--- src/rtl/param_mode_queue.sv ---
// Single-clock valid/ready FIFO with normal, pipe and bypass flow modes.
// Reports occupancy and an almost-full flag derived purely from the stored count.
module param_mode_queue #(
    parameter int p_data_width   = 16,
    parameter int p_num_entries  = 2,
    parameter int p_mode         = 0,
    parameter int p_afull_thresh = 1
) (
    input  logic                                   clk,
    input  logic                                   reset,
    input  logic                                   w_val,
    output logic                                   w_rdy,
    input  logic [p_data_width-1:0]                w_msg,
    output logic                                   r_val,
    input  logic                                   r_rdy,
    output logic [p_data_width-1:0]                r_msg,
    output logic [$clog2(p_num_entries+1)-1:0]     count,
    output logic                                   almost_full
);

    localparam int CW = $clog2(p_num_entries + 1);
    localparam int PW = (p_num_entries > 1) ? $clog2(p_num_entries) : 1;

    localparam logic [CW-1:0] full_count  = CW'(p_num_entries);
    localparam logic [CW-1:0] afull_count = CW'(p_afull_thresh);
    localparam logic [PW-1:0] last_ptr    = PW'(p_num_entries - 1);

    logic [p_data_width-1:0] mem [p_num_entries];

    logic [PW-1:0] wr_ptr;
    logic [PW-1:0] rd_ptr;
    logic [CW-1:0] count_next;

    logic pipe_en;
    logic bypass_en;
    logic full;
    logic empty;
    logic enq;
    logic deq;
    logic pass_through;
    logic enq_stored;
    logic deq_stored;

    // Pointers wrap explicitly at N-1 so non-power-of-two depths work.
    function automatic logic [PW-1:0] ptr_inc(input logic [PW-1:0] ptr);
        if (ptr == last_ptr) begin
            return '0;
        end else begin
            return ptr + PW'(1);
        end
    endfunction

    // Decode the flow-through mode; unknown encodings fall back to normal.
    always_comb begin
        pipe_en   = 1'b0;
        bypass_en = 1'b0;
        case (p_mode)
            32'sd1:  pipe_en   = 1'b1;
            32'sd2:  bypass_en = 1'b1;
            default: begin
                pipe_en   = 1'b0;
                bypass_en = 1'b0;
            end
        endcase
    end

    assign full  = (count == full_count);
    assign empty = (count == {CW{1'b0}});

    // Handshake outputs and head message selection.
    always_comb begin
        w_rdy = ~full;
        r_val = ~empty & ~reset;
        r_msg = mem[rd_ptr];
        if (pipe_en) begin
            w_rdy = ~full | r_rdy;
        end else begin
            w_rdy = ~full;
        end
        if (bypass_en) begin
            r_val = (~empty | w_val) & ~reset;
            if (empty) begin
                r_msg = w_msg;
            end else begin
                r_msg = mem[rd_ptr];
            end
        end else begin
            r_val = ~empty & ~reset;
            r_msg = mem[rd_ptr];
        end
    end

    // Firing is gated internally, so illegal handshakes and reset cycles do nothing.
    assign enq          = w_val & w_rdy & ~reset;
    assign deq          = r_val & r_rdy & ~reset;
    assign pass_through = bypass_en & empty & enq & deq;
    assign enq_stored   = enq & ~pass_through;
    assign deq_stored   = deq & ~pass_through;

    // Next occupancy from the stored enqueue/dequeue pair.
    always_comb begin
        count_next = count;
        case ({enq_stored, deq_stored})
            2'b10:   count_next = count + CW'(1);
            2'b01:   count_next = count - CW'(1);
            default: count_next = count;
        endcase
    end

    // Control state: pointers, occupancy and the almost-full flag.
    always_ff @(posedge clk or posedge reset) begin
        if (reset) begin
            wr_ptr      <= '0;
            rd_ptr      <= '0;
            count       <= '0;
            almost_full <= 1'b0;
        end else begin
            if (enq_stored) begin
                wr_ptr <= ptr_inc(wr_ptr);
            end
            if (deq_stored) begin
                rd_ptr <= ptr_inc(rd_ptr);
            end
            count       <= count_next;
            almost_full <= (count_next >= afull_count);
        end
    end

    // Storage array is intentionally not reset.
    always_ff @(posedge clk) begin
        if (enq_stored) begin
            mem[wr_ptr] <= w_msg;
        end
    end

endmodule

--- config.mk ---
export PLATFORM = sky130hd
export DESIGN_NAME = param_mode_queue
export DESIGN_NICKNAME = d
export VERILOG_FILES = /design/src/rtl/param_mode_queue.sv
export SDC_FILE = /design/constraint.sdc
export NUM_CORES = 1
export LEC_CHECK = 0
export CAP_MARGIN = 20
export CORE_MARGIN = 8
export CORE_UTILIZATION = 50
export DETAILED_ROUTE_END_ITERATION = 10
export PLACE_DENSITY = 0.85
export SYNTH_ARGS = -nofsm -noshare
export SYNTH_HDL_FRONTEND = slang
export SYNTH_SLANG_ARGS = --single-unit
--- constraint.sdc ---
create_clock -name clk -period 4 [get_ports clk]
set_clock_uncertainty 0.15 [all_clocks]
set_input_delay 1 -clock clk [delete_from_list [all_inputs] [get_ports clk]]
set_output_delay 1 -clock clk [all_outputs]
set_load 0.02 [all_outputs]
==> metrics.txt <==
# TYPE chip_impl_metric gauge
chip_impl_info{name="worst_path_max_delay_cell",value="clkdlybuf4s50_1"} 1
chip_impl_metric{name="fp.dieArea",unit="um^2"} 4820
chip_impl_metric{name="slew_viol_final",unit=""} 0
chip_impl_metric{name="power_leakage",unit="nW"} 0.668
chip_impl_metric{name="synth-seq-area-share",unit="%"} 76.1
chip_impl_info{name="outcome",value="complete, no violations"} 1
chip_impl_metric{name="detailed_routing_iterations_pass_1",unit=""} 4
chip_impl_metric{name="cts_setup_buffers",unit=""} 0
chip_impl_info{name="cp-start-kind",value="input port"} 1
chip_impl_metric{name="detail_route.wirelength",unit="mm"} 2.57
chip_impl_metric{name="clock_buffer_count_from_cts",unit=""} 5
chip_impl_metric{name="critical_path.max_fanout",unit=""} 2
chip_impl_metric{name="slowest_delay",unit="ns"} 0.60
chip_impl_metric{name="die_w",unit="um"} 69.4
chip_impl_metric{name="pin_count",unit=""} 41
chip_impl_info{name="worstSetupEndpointType",value="output port"} 1
chip_impl_metric{name="cts_max_level",unit=""} 2
chip_impl_metric{name="wire_length_of_the_first_global_routing_pass",unit="mm"} 4.20
chip_impl_metric{name="clk_latency",unit="ns"} 0.32
chip_impl_metric{name="setup_violations",unit=""} 0
chip_impl_metric{name="chipHeight",unit="um"} 69.4
chip_impl_info{name="rsz0062_at_grt",value="no"} 1
chip_impl_metric{name="start_util",unit="%"} 52.2
chip_impl_metric{name="tightestPinTransition",unit="ns"} 0.726
chip_impl_metric{name="drt-wirelength-per-cell",unit="um"} 16.8
chip_impl_metric{name="netlist_cell_types",unit=""} 17
chip_impl_metric{name="coreArea",unit="um^2"} 2730
chip_impl_metric{name="num_antenna_cells",unit=""} 0
chip_impl_metric{name="power_density",unit="nW/um^2"} 630
chip_impl_metric{name="grt_util_all_layers",unit="%"} 11.1
chip_impl_metric{name="grt_overflow",unit=""} 0
chip_impl_metric{name="finalWorstSetupSlack",unit="ns"} 0.595
chip_impl_metric{name="cts_hold_buf",unit=""} 0
chip_impl_metric{name="final-instance-count-excl-fill",unit=""} 153
chip_impl_metric{name="maxCapViolCount",unit=""} 0
chip_impl_metric{name="pin_count_of_the_biggest_net_entering_global_routing",unit=""} 18
chip_impl_metric{name="drive_gt1_share",unit="%"} 21.3
chip_impl_metric{name="place.gp.congestion",unit=""} 0.688
chip_impl_metric{name="critPathArrivalTime",unit="ns"} 2.26
chip_impl_info{name="clk_root_buffer_cell",value="clkbuf_4"} 1
chip_impl_metric{name="detailedPlace.worstSlack",unit="ns"} 0.600
chip_impl_metric{name="yosys_register_bits",unit=""} 37
chip_impl_metric{name="detail_route.drc_violations",unit=""} 0
chip_impl_metric{name="synthesis.instances",unit=""} 75
chip_impl_metric{name="via_count",unit=""} 783
chip_impl_metric{name="ctsResizeCount",unit=""} 0
chip_impl_metric{name="fp-row-count",unit=""} 19
chip_impl_metric{name="antenna_left",unit=""} 0
chip_impl_metric{name="cell_area_after_technology_mapping",unit="um^2"} 1430
chip_impl_metric{name="mean_area_per_synthesized_cell",unit="um^2"} 19.0
chip_impl_metric{name="place.port_buffers",unit=""} 40
chip_impl_metric{name="syn2layout_area_growth",unit="%"} 34.0
chip_impl_info{name="critical_path_class",value="in2out"} 1
chip_impl_info{name="critical-path-top-cell-by-count",value="clkdlybuf4s50_1"} 1
chip_impl_metric{name="clkSinkCount",unit=""} 37
chip_impl_metric{name="synthesis.nets",unit=""} 96
chip_impl_metric{name="achievable-frequency",unit="MHz"} 294
chip_impl_metric{name="cts_buffer_depth",unit=""} 2
chip_impl_metric{name="drt_first_iter_violations",unit=""} 15
chip_impl_metric{name="avgViaCountPerCell",unit=""} 5.12
chip_impl_metric{name="fin_crit_sh",unit="%"} 85.1
chip_impl_metric{name="worst-endpoint-required",unit="ns"} 2.85
chip_impl_metric{name="slew_headroom",unit="%"} 51.6
chip_impl_metric{name="clkSlewWorstSetupHoldPaths",unit="ns"} 0.09
chip_impl_metric{name="synthesis.yosys.warnings",unit=""} 0
chip_impl_metric{name="nNetsFinal",unit=""} 142
chip_impl_metric{name="placed_cells",unit=""} 145
chip_impl_metric{name="finalCriticalPeriod",unit="ns"} 3.41
chip_impl_info{name="cts_tree",value="built"} 1
chip_impl_metric{name="totalNegativeSetupSlack",unit="ns"} 0
chip_impl_metric{name="hold_violations",unit=""} 0
chip_impl_metric{name="number_of_antenna_violations_at_the_first_check_in_global_routing",unit=""} 0
chip_impl_info{name="worstPathCellList",value="clkdlybuf4s50_1 > o21ba_2 > clkdlybuf4s50_1"} 1
chip_impl_metric{name="dpl.hpwl",unit="mm"} 1.88
chip_impl_info{name="hp-class",value="reg2reg"} 1
chip_impl_metric{name="first_global_vias",unit=""} 869
chip_impl_metric{name="vdd.ir_drop.worst",unit="mV"} 0.501
[final timing paths]
check	from	to	cells after the start	slack, ns
max in group asynchronous	reset	rd_ptr$_DFFE_PP0P_	2	2.76
setup / recovery	reset	r_val	3	0.59
setup reg to reg	count[0]$_DFF_PP0_	mem[1][5]$_DFFE_PP_	4	1.97
hold reg to reg	wr_ptr$_DFFE_PP0P_	wr_ptr$_DFFE_PP0P_	1	0.37
min in group asynchronous	reset	wr_ptr$_DFFE_PP0P_	2	0.75
hold / removal	wr_ptr$_DFFE_PP0P_	wr_ptr$_DFFE_PP0P_	1	0.37
[cell families (layout without fill, tap and decap cells)]
logic type / Yosys count / in the layout / share of synthesized area, %
AOI/OAI and AO/OA: 1 / 1 / 0.702
xor gates and xnor gates: 5 / 5 / 3.07
adders and majority gates: 1 / 1 / 0.877
buffers and inverters: 5 / 52 / 1.75
DFF: 37 / 37 / 76.1
muxes: 16 / 16 / 12.6
and+or+nand+nor: 10 / 10 / 4.82
[Yosys cell counts]
library cell / count / area [um^2]
mux2_2: 16 / 180
nor3_1: 1 / 5.00
xnor2_1: 3 / 26.3
and2_4: 1 / 8.76
nor2_1: 3 / 11.3
o21ba_2: 1 / 10.0
dfrtp_1: 5 / 125
buf_2: 2 / 10.0
nand3_2: 1 / 10.0
ha_1: 1 / 12.5
nor4bb_1: 2 / 20.0
nor3b_1: 1 / 7.51
edfxtp_1: 32 / 961
nand2b_1: 1 / 6.26
inv_1: 2 / 7.51
buf_4: 1 / 7.51
xor2_1: 2 / 17.5
[per-stage QoR]
step                      hold WS [ns]  util (%)  power (mW)  area [um^2]
final                            0.367      69.9        1.20         1910
after global routing             0.378      69.9        1.27         1910
after CTS                        0.368      69.9        1.23         1910
after detailed placement         0.354      68.1        1.04         1860
after global placement           0.338      68.1        1.03         1860
after floorplan                  0.318         -       0.835         1430
[metal layers]
layer | global-route usage, % | up-vias | share of wire (%)
li1 | - | 370 | -
met1 | 12.3 | 380 | 43
met2 | 17.0 | 28 | 48
met3 | 5.01 | 5 | 6.4
met4 | 6.83 | 0 | 1.7
met5 | 0 | - | 0
[registers in the layout (all words and copies together), names as in the netlist]
signal	flops
almost_full	1
count	2
mem	32
rd_ptr	1
wr_ptr	1
[critical path: cells and delay by family]
family,cells,cell delay [ns]
AO/OA/AOI/OAI,1,0.24
buffers and inverters,2,1.01
[cell usage in the layout (no fill, tap or decap), drive strengths merged]
master | synthesis | layout
clkdlybuf4s50 | 0 | 40
edfxtp | 32 | 32
mux2 | 16 | 16
clkbuf | 0 | 8
dfrtp | 5 | 5
xnor2 | 3 | 3
nor2 | 3 | 3
xor2 | 2 | 2
inv | 2 | 2
nor4bb | 2 | 2
buf | 3 | 2
o21ba | 1 | 1
and2 | 1 | 1
nand2b | 1 | 1
nand3 | 1 | 1
nor3b | 1 | 1
nor3 | 1 | 1
ha | 1 | 1
[report_power, final]
group / internal (mW) / total, mW / switching, mW / leakage, nW
Combinational: 0.260 / 0.468 / 0.208 / 0.292
Clock: 0.0701 / 0.177 / 0.107 / 0.0265
Sequential: 0.490 / 0.561 / 0.0707 / 0.349
[area by class of cell]
cell class                      instances  area (um^2)
Clock buffer                            8         48.8
Fill cell                             194          822
Inverter                                2         7.51
Multi-Input combinational cell         33          315
Sequential cell                        37         1090
Tap cell                               31         38.8
Timing Repair Buffer                   42          415
Note: power is estimated with default switching activity, not from simulation.
